File: config.mk
export PLATFORM = sky130hd
export DESIGN_NAME = register_file_flat
export DESIGN_NICKNAME = d
export VERILOG_FILES = /design/src/rtl/register_file_if.sv /design/src/rtl/register_file.sv /design/src/flat_wrapper.sv
export SDC_FILE = /design/constraint.sdc
export NUM_CORES = 2
export LEC_CHECK = 0
export CAP_MARGIN = 20
export CORE_ASPECT_RATIO = 1.25
export CORE_MARGIN = 2
export CORE_UTILIZATION = 45
export DETAILED_ROUTE_END_ITERATION = 6
export HOLD_SLACK_MARGIN = 0.15
export PLACE_DENSITY_LB_ADDON = 0.3
export SLEW_MARGIN = 20
export SYNTH_ARGS = -nofsm -noshare
export SYNTH_HDL_FRONTEND = slang
export SYNTH_SLANG_ARGS = --single-unit
File: constraint.sdc
create_clock -name clock -period 2.05 [get_ports clock]
set_input_delay 0.205 -clock clock [delete_from_list [all_inputs] [get_ports clock]]
set_output_delay 0.205 -clock clock [all_outputs]
set_load 0.02 [all_outputs]
File: src/rtl/register_file_if.sv
// rtl/register_file_if.sv - read/write port bundle for the MIPS register file
interface register_file_if #(
  parameter int DATA_WIDTH = 32,
  parameter int ADDR_WIDTH = 5
);
  logic [ADDR_WIDTH-1:0] rs;
  logic [ADDR_WIDTH-1:0] rt;
  logic [ADDR_WIDTH-1:0] controle;
  logic [DATA_WIDTH-1:0] entrada;
  logic                  wr;
  logic [DATA_WIDTH-1:0] saidaA;
  logic [DATA_WIDTH-1:0] saidaB;

  modport master (
    output rs, rt, controle, entrada, wr,
    input  saidaA, saidaB
  );

  modport slave (
    input  rs, rt, controle, entrada, wr,
    output saidaA, saidaB
  );
endinterface

File: src/rtl/register_file.sv
// rtl/register_file.sv - 32x32 register file, two async read ports, one sync write port, r0 = 0
module register_file #(
  parameter int DATA_WIDTH = 32,
  parameter int ADDR_WIDTH = 5
) (
  input  logic            clock,
  input  logic            reset,
  register_file_if.slave  bus
);
  localparam int DEPTH = 2 ** ADDR_WIDTH;

  logic [DATA_WIDTH-1:0] regs [DEPTH];

  // Per-entry address compare keeps an unknown controle from touching other entries.
  always_ff @(posedge clock or negedge reset) begin
    if (!reset) begin
      for (int i = 0; i < DEPTH; i++) begin
        regs[i] <= '0;
      end
    end else begin
      for (int i = 1; i < DEPTH; i++) begin
        if (bus.wr && (bus.controle == ADDR_WIDTH'(i))) begin
          regs[i] <= bus.entrada;
        end
      end
    end
  end

  assign bus.saidaA = (bus.rs == '0) ? '0 : regs[bus.rs];
  assign bus.saidaB = (bus.rt == '0) ? '0 : regs[bus.rt];
endmodule

File: src/flat_wrapper.sv
// flat-port wrapper written by rule: the top's interface ports become plain ports
module register_file_flat 
#(
  parameter int DATA_WIDTH = 32,
  parameter int ADDR_WIDTH = 5
)
  (clock, reset, bus_rs, bus_rt, bus_controle, bus_entrada, bus_wr, bus_saidaA, bus_saidaB);
  register_file_if #(.DATA_WIDTH(DATA_WIDTH), .ADDR_WIDTH(ADDR_WIDTH)) bus_i ();
  input  logic clock;
  input  logic reset;
  input wire logic [$bits(bus_i.rs)-1:0] bus_rs;
  input wire logic [$bits(bus_i.rt)-1:0] bus_rt;
  input wire logic [$bits(bus_i.controle)-1:0] bus_controle;
  input wire logic [$bits(bus_i.entrada)-1:0] bus_entrada;
  input wire logic [$bits(bus_i.wr)-1:0] bus_wr;
  output wire logic [$bits(bus_i.saidaA)-1:0] bus_saidaA;
  output wire logic [$bits(bus_i.saidaB)-1:0] bus_saidaB;
  assign bus_i.rs = bus_rs;
  assign bus_i.rt = bus_rt;
  assign bus_i.controle = bus_controle;
  assign bus_i.entrada = bus_entrada;
  assign bus_i.wr = bus_wr;
  assign bus_saidaA = bus_i.saidaA;
  assign bus_saidaB = bus_i.saidaB;
  register_file #(.DATA_WIDTH(DATA_WIDTH), .ADDR_WIDTH(ADDR_WIDTH)) u_core (.clock(clock), .reset(reset), .bus(bus_i));
endmodule
==> metrics <==
status=finished, violations left; failing checks=negative setup slack; crit path DAT=between 2 and 3 ns; vias per inst=~6.4; I/O pin total=around 110; fin cells=roughly 5.8k; starting density of the core=0.452; GPL Wtd Cong=0.911; class of the worst hold path=in -> async; HPWL Detailed=120 mm; clock share of power=0.318; post-synthesis area per instance=14.7 um^2; max incr delay on CP=0.47 ns; Sw Pwr=approximately 17,000 uW; Biggest register=u_core.regs; Core Box Area=roughly 120,000 um^2; Reg clk slew, reported paths=approximately 0.06 ns; Largest regs=u_core.regs (992); global-route wire length before repair=260 mm; Routed WL=around 180 mm; initial antenna violation count=1; Final #Nets=4,154; DR iter-0 viols=around 3.5k; DR WL/cell=30.8 um; CTS root buf=clkbuf_16; setup ws final=-0.768 ns; CP startpoint kind=flip-flop; biggest area consumer among synthesized cells=dfrtp_1; Num CTS Buffers=102; Flop pwr share=0.436; hold slack=around 0.23 ns; max-slew violation count=0; Final Critical Period=between 2 and 3 ns; largest net degree at the start of global routing=around 140; Clock Sinks=about 990; area growth from synthesis to layout=25.5%; Die ar.=119,000 um^2; Gate power share=0.246; drt pass-1 iters=5; synth unique cells=47; Max rail drop VDD=between 0.6 and 0.7 mV; Post-Synthesis Cells=between 3k and 4k; Ys Warns=32; number of synthesized flops with an enable pin=0; CP Capture Type=output pin; Top Usage Layer GRT=met2; crit path max fanout=2; vias in the first global route=about 38k; M3 GR Usage=0.0482; share of the synthesized area in the top cell type=0.473; dominant cells by area after synthesis=dfrtp_1, mux2_2, mux4_2; share of synthesized area occupied by flip-flops and latches=0.473; Primary FF master, synth=dfrtp_1; via count=~37k; antenna viol nets, final=0; Max Cap Viol=0; Die Wd=just over 300 um; Fmax=355 MHz; internal power=43,200 uW; Max Clock Skew=0 ns; worst skew pair latency=about 0.7 ns; Final Hold Vio Count=0; slew at the pin closest to its max-slew limit=between 0.8 and 0.9 ns; share of cells above drive strength 1=0.610; sw frac=0.281; FF+latch count, synth=approximately 1,000; Total GRT Usage=0.300; PD cells=slightly above 900 nW/um^2; Final Total Pwr=between 60,000 and 70,000 uW; RSZ-0062 raised after global routing=yes; Req. time, crit path=approximately 1.9 ns; setup violators final=64; Port-buffer cells=113; fin crit share=1.37; syn_nets=~3.6k; DRC Markers=0; ordered cell list for the critical path=buf_6, mux4_2, a22o_1, a31oi_1, o211ai_1, buf_4; Antenna diodes=0; CTS H-tree depth=3; CTS Buffer Depth=3; top-count cell post-synth=mux2_2; Die H=386 um; GRT met1 Usage=0.416; R2R cell count=3; FP Rows=140; Async SR Flop Fraction=1.00; placed cell count=roughly 5.5k; max FFs per register=~1,000; CTS tree=done; GRT overflow=0; # fillers=9,131; Commonest cells post-synth=mux2_2, dfrtp_1, mux4_2; Setup Crit Path Kind=reg -> out; met2 Usage GRT=0.472; Pleak=approximately 0.029 uW; crit path max-delay cell type=mux4_2; Post-Syn Area=around 53,000 um^2; Worst slew margin=0.425
==> logic make-up after synthesis <==
family,share of synthesized area
AND/OR/NAND/NOR,0.0262
multiplexers,0.416
flip-flops,0.473
AO/OA/AOI/OAI,0.0496
buffers and inverters,0.0354
==> power groups by stage <==
stage / Sequential [uW] / Combinational (uW) / Clock, uW
2_1_floorplan: 25500 / 8950 / 0
3_3_place_gp: 26200 / 13800 / 0
3_5_place_dp: 26400 / 14100 / 0
4_1_cts: 26100 / 14600 / 19300
5_1_grt: 26600 / 15700 / 20100
6_report: 26200 / 14800 / 19100
==> metrics by stage <==
| stage | setup TNS (ns) | worst slack (ns) | instance area, um^2 | util |
|---|---|---|---|---|
| global placement | -167.98 | -1.17 | 61500 | 0.530 |
| floorplan | 0 | 0.0441 | 52500 | - |
| finish | -26.40 | -0.768 | 65900 | 0.568 |
| detailed placement | -183.15 | -1.15 | 61500 | 0.530 |
| global route | -29.56 | -0.832 | 65900 | 0.568 |
| CTS | -29.11 | -0.799 | 65700 | 0.566 |
==> worst paths after layout <==
check                                      start          endpoint  slack (ns)
worst max-delay path            u_core.regs[555]    bus_saidaA[11]       -0.77
worst min-delay path                       reset  u_core.regs[366]        0.23
worst min register to register  u_core.regs[116]  u_core.regs[116]        0.51
worst max register to register  u_core.regs[788]  u_core.regs[788]        1.03
min in group clock                bus_entrada[7]  u_core.regs[423]        0.43
max in group asynchronous                  reset  u_core.regs[930]        0.82
==> critical path: cells and delay by family, from the launching register on <==
| family | cells | cell delay (ns) |
|---|---|---|
| AO/OA/AOI/OAI | 3 | 0.63 |
| multiplexers | 1 | 0.47 |
| flip-flops | 1 | 0.40 |
| buffers and inverters | 2 | 0.39 |
==> per-layer routing <==
| metal | vias up | routed length [um] |
|---|---|---|
| met5 | - | 13 |
| met4 | 2 | 7880 |
| met3 | 421 | 13300 |
| met2 | 1676 | 83400 |
| met1 | 20000 | 72800 |
| li1 | 15000 | - |
==> layout make-up <==
type | instances | area, um^2 | area share
clock inverter | 39 | 374 | 0.00567
timing repair buffer | 820 | 8840 | 0.134
tap | 1562 | 1950 | 0.0296
multi-input combinational | 2185 | 26900 | 0.408
clock buffer | 153 | 3050 | 0.0463
inverter | 3 | 11.3 | 0.000171
sequential | 992 | 24800 | 0.376
==> cell usage in the layout (no fill, tap or decap), drive strengths merged, types with 4 or more instances in the layout <==
cell              n
a22oi           121
a31oi            11
nand3            52
dfrtp           992
mux4            383
nand4            23
clkinv           29
bufinv            4
a22o              9
nor2b            16
nand2            37
nand2b           33
o31a             31
clkdlybuf4s50    40
mux2i           130
o21ai             8
nor2             53
a221o            23
inv               6
clkbuf          153
a221oi           40
o22ai            64
buf             777
nor3             37
o211ai            9
mux2           1059
a21oi            21
==> repair_timing <==
action / 4_1_cts / 5_1_grt
gates resized for setup: 401 / 47
hold buffers: 2 / 0
setup buffers: 24 / 12
setup endpoints to repair: 64 / 64
pin swaps: 70 / 39
endpoints found under the hold margin: 992 / 0
(Power assumes the default switching activity.)
